==> config.mk <==
export PLATFORM = sky130hd
export DESIGN_NAME = mem_access_ctrl
export DESIGN_NICKNAME = d
export VERILOG_FILES = /design/src/rtl/mem_ctrl_pkg.sv /design/src/rtl/wait_counter.sv /design/src/rtl/mem_access_ctrl.sv
export SDC_FILE = /design/constraint.sdc
export NUM_CORES = 1
export LEC_CHECK = 0
export ABC_AREA = 0
export CORE_MARGIN = 3
export CORE_UTILIZATION = 49
export DETAILED_ROUTE_END_ITERATION = 10
export PLACE_DENSITY = 0.93
export SYNTH_ARGS = -nofsm -noshare
export SYNTH_HDL_FRONTEND = slang
export SYNTH_SLANG_ARGS = --single-unit
export TNS_END_PERCENT = 20
==> constraint.sdc <==
create_clock -name clk -period 6.2 [get_ports clk]
set_clock_uncertainty 0.05 [all_clocks]
set_input_delay 0.93 -clock clk [delete_from_list [all_inputs] [get_ports clk]]
set_output_delay 0.93 -clock clk [all_outputs]
set_load 0.01 [all_outputs]
==> src/rtl/mem_ctrl_pkg.sv <==
// Shared types and defaults for the memory access controller: FSM states,
// access kinds, load/store opcodes and default widths.
package mem_ctrl_pkg;

  localparam int DEF_DATA_W      = 32;
  localparam int DEF_ADDR_W      = 16;
  localparam int DEF_PC_W        = 8;
  localparam int DEF_OP_W        = 4;
  localparam int DEF_WAIT_STATES = 1;
  localparam int WAIT_CNT_W      = 4;

  localparam logic [3:0] OP_LDR = 4'b1001;
  localparam logic [3:0] OP_STR = 4'b1010;

  typedef enum logic [1:0] {
    IDLE     = 2'd0,
    ACCESS   = 2'd1,
    COMPLETE = 2'd2
  } state_t;

  typedef enum logic [1:0] {
    K_FETCH = 2'd0,
    K_LOAD  = 2'd1,
    K_STORE = 2'd2
  } kind_t;

endpackage

==> src/rtl/wait_counter.sv <==
// Down-counter for RAM wait states: loaded when an access is accepted,
// decremented while the access is in flight, done when it reaches zero.
module wait_counter
  import mem_ctrl_pkg::*;
#(
  parameter int CNT_W = WAIT_CNT_W
) (
  input  logic             clk,
  input  logic             rst,
  input  logic             load_i,
  input  logic [CNT_W-1:0] load_val_i,
  input  logic             cnt_en_i,
  output logic             done_o
);

  logic [CNT_W-1:0] cnt_q;
  logic [CNT_W-1:0] cnt_d;

  always_comb begin
    cnt_d = cnt_q;
    if (load_i) begin
      cnt_d = load_val_i;
    end else if (cnt_en_i && (cnt_q != '0)) begin
      cnt_d = cnt_q - 1'b1;
    end
  end

  always_ff @(posedge clk or posedge rst) begin
    if (rst) begin
      cnt_q <= '0;
    end else begin
      cnt_q <= cnt_d;
    end
  end

  assign done_o = (cnt_q == '0);

endmodule

==> src/rtl/mem_access_ctrl.sv <==
// Arbitrates instruction fetches and execute-stage loads/stores onto one RAM
// port; non-memory execute requests bypass RAM and write back the ALU result.
module mem_access_ctrl
  import mem_ctrl_pkg::*;
#(
  parameter int              DATA_W      = DEF_DATA_W,
  parameter int              ADDR_W      = DEF_ADDR_W,
  parameter int              PC_W        = DEF_PC_W,
  parameter int              OP_W        = DEF_OP_W,
  parameter int              WAIT_STATES = DEF_WAIT_STATES,
  parameter logic [OP_W-1:0] OP_LDR      = mem_ctrl_pkg::OP_LDR,
  parameter logic [OP_W-1:0] OP_STR      = mem_ctrl_pkg::OP_STR
) (
  input  logic              clk,
  input  logic              rst,
  input  logic              fetch_req,
  input  logic [PC_W-1:0]   pc,
  output logic              fetch_valid,
  output logic [DATA_W-1:0] fetch_data,
  input  logic              ex_req,
  input  logic [OP_W-1:0]   opcode,
  input  logic [DATA_W-1:0] src1,
  input  logic [DATA_W-1:0] alu,
  output logic              ex_ready,
  output logic              wb_valid,
  output logic [DATA_W-1:0] wb_data,
  output logic              ram_en,
  output logic              ram_rw,
  output logic [ADDR_W-1:0] ram_addr,
  output logic [DATA_W-1:0] ram_wdata,
  input  logic [DATA_W-1:0] ram_rdata
);

  state_t            state_q;
  kind_t             kind_q;
  logic [DATA_W-1:0] alu_q;
  logic              is_mem;
  logic              mem_accept;
  logic              accept;
  logic              cnt_done;

  assign is_mem     = (opcode == OP_LDR) || (opcode == OP_STR);
  assign mem_accept = (state_q == IDLE) && ex_req && is_mem;
  // A memory request shadows a same-cycle fetch; the held fetch is taken later.
  assign accept     = mem_accept || ((state_q == IDLE) && fetch_req);
  assign ex_ready   = (state_q == IDLE);

  wait_counter #(
    .CNT_W(WAIT_CNT_W)
  ) u_wait (
    .clk       (clk),
    .rst       (rst),
    .load_i    (accept),
    .load_val_i(WAIT_CNT_W'(WAIT_STATES)),
    .cnt_en_i  (state_q == ACCESS),
    .done_o    (cnt_done)
  );

  always_ff @(posedge clk) begin
    if (mem_accept) begin
      alu_q <= alu;
    end
  end

  always_ff @(posedge clk or posedge rst) begin
    if (rst) begin
      state_q     <= IDLE;
      kind_q      <= K_FETCH;
      ram_en      <= 1'b0;
      ram_rw      <= 1'b0;
      ram_addr    <= '0;
      ram_wdata   <= '0;
      fetch_valid <= 1'b0;
      fetch_data  <= '0;
      wb_valid    <= 1'b0;
      wb_data     <= '0;
    end else begin
      case (state_q)
        IDLE: begin
          fetch_valid <= 1'b0;
          wb_valid    <= 1'b0;
          if (mem_accept) begin
            state_q   <= ACCESS;
            kind_q    <= (opcode == OP_STR) ? K_STORE : K_LOAD;
            ram_en    <= 1'b1;
            ram_rw    <= (opcode == OP_STR);
            ram_addr  <= alu[ADDR_W-1:0];
            ram_wdata <= src1;
          end else begin
            if (ex_req) begin
              wb_valid <= 1'b1;
              wb_data  <= alu;
            end
            if (fetch_req) begin
              state_q  <= ACCESS;
              kind_q   <= K_FETCH;
              ram_en   <= 1'b1;
              ram_rw   <= 1'b0;
              ram_addr <= ADDR_W'(pc);
            end
          end
        end
        ACCESS: begin
          if (cnt_done) begin
            state_q <= COMPLETE;
            ram_en  <= 1'b0;
            ram_rw  <= 1'b0;
            case (kind_q)
              K_FETCH: begin
                fetch_valid <= 1'b1;
                fetch_data  <= ram_rdata;
              end
              K_LOAD: begin
                wb_valid <= 1'b1;
                wb_data  <= ram_rdata;
              end
              default: begin
                wb_valid <= 1'b1;
                wb_data  <= alu_q;
              end
            endcase
          end
        end
        default: begin
          fetch_valid <= 1'b0;
          wb_valid    <= 1'b0;
          state_q     <= IDLE;
        end
      endcase
    end
  end

endmodule

==> impl_summary.txt <==
----------------------------------------------------
[Status]
  Status ... complete, no violations

[Logic synthesis]
  Avg Inst Size Synth ... roughly 13 µm²
  Net count of the mapped netlist ... between 600 and 700
  Netlist cell types ... 42
  Register bit total from synthesis ... 156
  Synth async-reset ratio ... 0.7949
  Netlist area before placement ... slightly below 7000 µm²
  Count of flip-flops with a built-in enable after synthesis ... 32
  Yosys warnings ... 0
  Top_reg_cell synth ... sky130_fd_sc_hd__dfrtp_1
  Seq/Total Area, Yosys ... 0.6023
  Count of mapped cells out of synthesis ... 538

[Place]
  Dpl hpwl ... roughly 13 mm
  Count of port buffers added during placement ... around 230
  Final GP Congestion ... roughly 0.83
  Post-place setup slack ... about 2.3 ns
  Total placed cells including tap cells ... 919

[GRT]
  Top Usage Layer GRT ... met2
  Global-route wire length before repair ... about 29 mm
  Vias in the first global route ... 5,367
  Antenna violations before repair ... 0
  Global routing usage on met2 ... 0.4387
  Maximum number of pins on one net before global-route repair ... between 60 and 70
  Total routing usage reported by global routing ... 0.2506
  Met1 Resource Use GR ... 0.3018
  Met3 track demand over resource ... 0.07411
  Final global-route overflow total ... 0

[STA]
  Number of max-slew violations in the final report ... 0
  Final hold violation count ... 0
  F_max ... about 0.29 GHz
  Fin Setup TNS ... 0 ns
  Max transition margin ... 0.4263
  Worst Slack Setup Final ... between 2 and 3 ns
  Final period demand of the worst path ... around 3.5 ns
  Final clock period utilization by the worst path ... 0.5648
  Unrepaired setup endpoints after global routing ... no
  Pin slew with the least headroom to its limit ... around 0.86 ns
  Final hold slack ... between 0.4 and 0.5 ns
  Setup violations, final ... 0

[Route]
  DRC Markers ... 0
  Routed WL ... 18.88 mm
  Wire length per cell after detailed routing ... about 20 µm
  Number of nets with antenna violations after routing ... 0
  Drt via density ... around 5.3
  Count of TritonRoute iterations in the first routing pass ... 4
  DR iter-0 viols ... 340
  Overall via count from detail_route ... around 5,100

[CTS]
  Clock buffer depth ... 2
  Clock edge transition at the registers on the reported setup and hold paths ... about 0.060 ns
  # resized after CTS ... 0
  Clock sink count ... roughly 160
  Clock Tree Root ... sky130_fd_sc_hd__clkbuf_16
  CTS H-tree lvls ... 4
  Cts-stage hold buffer count ... 0
  TritonCTS Buffers ... 17
  Post-CTS repair timing setup buffer count ... 0
  Clock tree from TritonCTS ... yes
  Clk_lat worst skew ... between 0.4 and 0.5 ns

[Worst setup path]
  Critical path start-end classification ... in2reg
  Crit path launch type ... primary input
  CP most frequent cell ... sky130_fd_sc_hd__buf_4
  WP data arrival ... 3.75 ns
  Critical R2R Capture ... ram_addr[12]
  FF-to-FF Start ... state_q[0]
  Slowest cell on the critical path ... sky130_fd_sc_hd__inv_2
  Required time at the worst-slack endpoint ... roughly 6.4 ns
  Series of cell instances along the critical path ... clkdlybuf4s50_1, xor2_1, nand4_1, buf_4, inv_2, buf_4, nor2_2, a22o_1
  Sort of element at the end of the critical path ... flip-flop
  Largest fanout of any net on the critical path ... 51
  Maximum single-stage delay on the critical path ... 0.70 ns
  Cells on worst reg2reg path ... 7
  Minimum setup slack among reg-to-reg paths ... roughly 3.3 ns

[Floorplan]
  Core footprint ... about 13,000 µm²
  Row cnt ... 42
  Number of top-level design ports ... between 200 and 250
  Vertical extent of the die ... 123.4 µm
  Initial cell density of the core ... 0.5055
  Die Span X ... around 120 µm
  Die ar. ... about 15,000 µm²

[Hold path]
  Cells on Worst Hold Path ... 2
  Worst hold path type ... reg2reg
  Hold Path Origin ... ram_wdata[15]
  Endpoint of the worst hold path ... ram_wdata[15]

[Finish]
  Most common cell after layout, fill and taps aside ... sky130_fd_sc_hd__clkdlybuf4s50_1
  Antenna diodes ... 0
  Ratio of cells with drive above 1 in the final layout ... 0.1406
  Final net count ... roughly 880
  Signed area change from the synthesized netlist to the final layout ... 43.93%
  Highest-count cells in the layout ignoring fill and taps ... sky130_fd_sc_hd__clkdlybuf4s50_1 (228), sky130_fd_sc_hd__nand2_1 (151), sky130_fd_sc_hd__dfrtp_1 (124), sky130_fd_sc_hd__mux2_4 (59), sky130_fd_sc_hd__o21ai_0 (35)
  Post-route non-filler standard cell count ... about 950
  Filler Cell Count ... ~850

[Job]
  Max-cap violations ... 0

[Power and ir drop]
  Static leakage power ... roughly 4.5 nW
  Power Density ... just over 500 nW/µm²
  Peak supply drop ... 0.0002527 V

----------------------------------------------------
## final cells by class
cell class / instances / area (µm²) / area share
Sequential cell: 156 / 4064 / 0.4184
Multi-Input combinational cell: 348 / 2495 / 0.2569
Clock inverter: 8 / 81.33 / 0.008374
Clock buffer: 24 / 503.0 / 0.05179
Tap cell: 176 / 220.2 / 0.02267
Timing Repair Buffer: 234 / 2327 / 0.2396
Inverter: 5 / 21.27 / 0.002190
## cells in the mapped netlist, types with 3 or more instances
library cell,n,share of area
sky130_fd_sc_hd__nand2_1,151,0.084
sky130_fd_sc_hd__a31oi_1,8,0.0074
sky130_fd_sc_hd__inv_1,4,0.0022
sky130_fd_sc_hd__nor2b_1,4,0.0037
sky130_fd_sc_hd__mux2_2,5,0.0083
sky130_fd_sc_hd__o21ai_0,35,0.026
sky130_fd_sc_hd__edfxtp_1,32,0.14
sky130_fd_sc_hd__buf_1,3,0.0017
sky130_fd_sc_hd__nand3_1,3,0.0022
sky130_fd_sc_hd__mux2i_1,32,0.047
sky130_fd_sc_hd__xor2_1,3,0.0039
sky130_fd_sc_hd__mux2_4,59,0.13
sky130_fd_sc_hd__dfrtp_1,124,0.46
sky130_fd_sc_hd__nor2_1,13,0.0072
sky130_fd_sc_hd__clkbuf_1,11,0.0061
sky130_fd_sc_hd__a22o_1,8,0.010
sky130_fd_sc_hd__buf_6,8,0.013
sky130_fd_sc_hd__buf_2,7,0.0052
## worst max-delay path by stage
stage,startpoint,end,slack (ns),cells after the start
6_report,opcode[0],ram_addr[12],2.70,8
5_1_grt,opcode[0],ram_addr[14],2.49,8
4_1_cts,opcode[0],ram_addr[12],2.69,8
3_5_place_dp,opcode[0],ram_addr[8],2.28,8
3_3_place_gp,opcode[0],ram_addr[10],2.40,8
2_1_floorplan,rst,fetch_data[0],1.92,1
## logic make-up after synthesis
| group | Yosys count | synth area share |
|---|---|---|
| AOI/OAI and AO/OA | 61 | 0.05656 |
| xor gates and xnor gates | 4 | 0.005193 |
| adders and majority gates | 2 | 0.003708 |
| muxes | 96 | 0.1871 |
| and+or+nand+nor | 185 | 0.1161 |
| buffers and inverters | 34 | 0.02911 |
| DFF | 156 | 0.6023 |
## state kept, by name (all words and copies together), names as in the netlist, 2 cells and up
register      flops
alu_q            32
wb_data          32
fetch_data       32
u_wait.cnt_q      4
kind_q            2
state_q           2
ram_wdata        32
ram_addr         16
## per-layer routing
metal,share of wire,wire (µm)
met1,0.39,7454
met3,0.078,1475
met2,0.52,9741
met5,0,0
met4,0.011,210
## power breakdown
group	internal [mW]	leakage [nW]	switching [mW]	total [mW]
Clock	0.610	0.282	0.405	1.02
Sequential	1.43	1.81	0.263	1.70
Combinational	1.28	2.36	0.950	2.23
Total	3.32	4.46	1.62	4.94
## critical path, delay by kind of cell
family,cells,cell delay [ns]
buf+inv,4,2.02
simple gates,2,0.29
compound gates,1,0.25
xor+xnor,1,0.22
## per-stage QoR
| stage | util | cell area, µm² | power (mW) |
|---|---|---|---|
| after global placement | 0.6838 | 9128 | 3.809 |
| final | 0.7276 | 9712 | 4.940 |
| after detailed placement | 0.6838 | 9128 | 3.918 |
| after floorplan | - | 6748 | 2.879 |
| after global routing | 0.7276 | 9712 | 5.194 |
| after CTS | 0.7276 | 9712 | 4.963 |
Note: power is estimated with default switching activity, not from simulation.
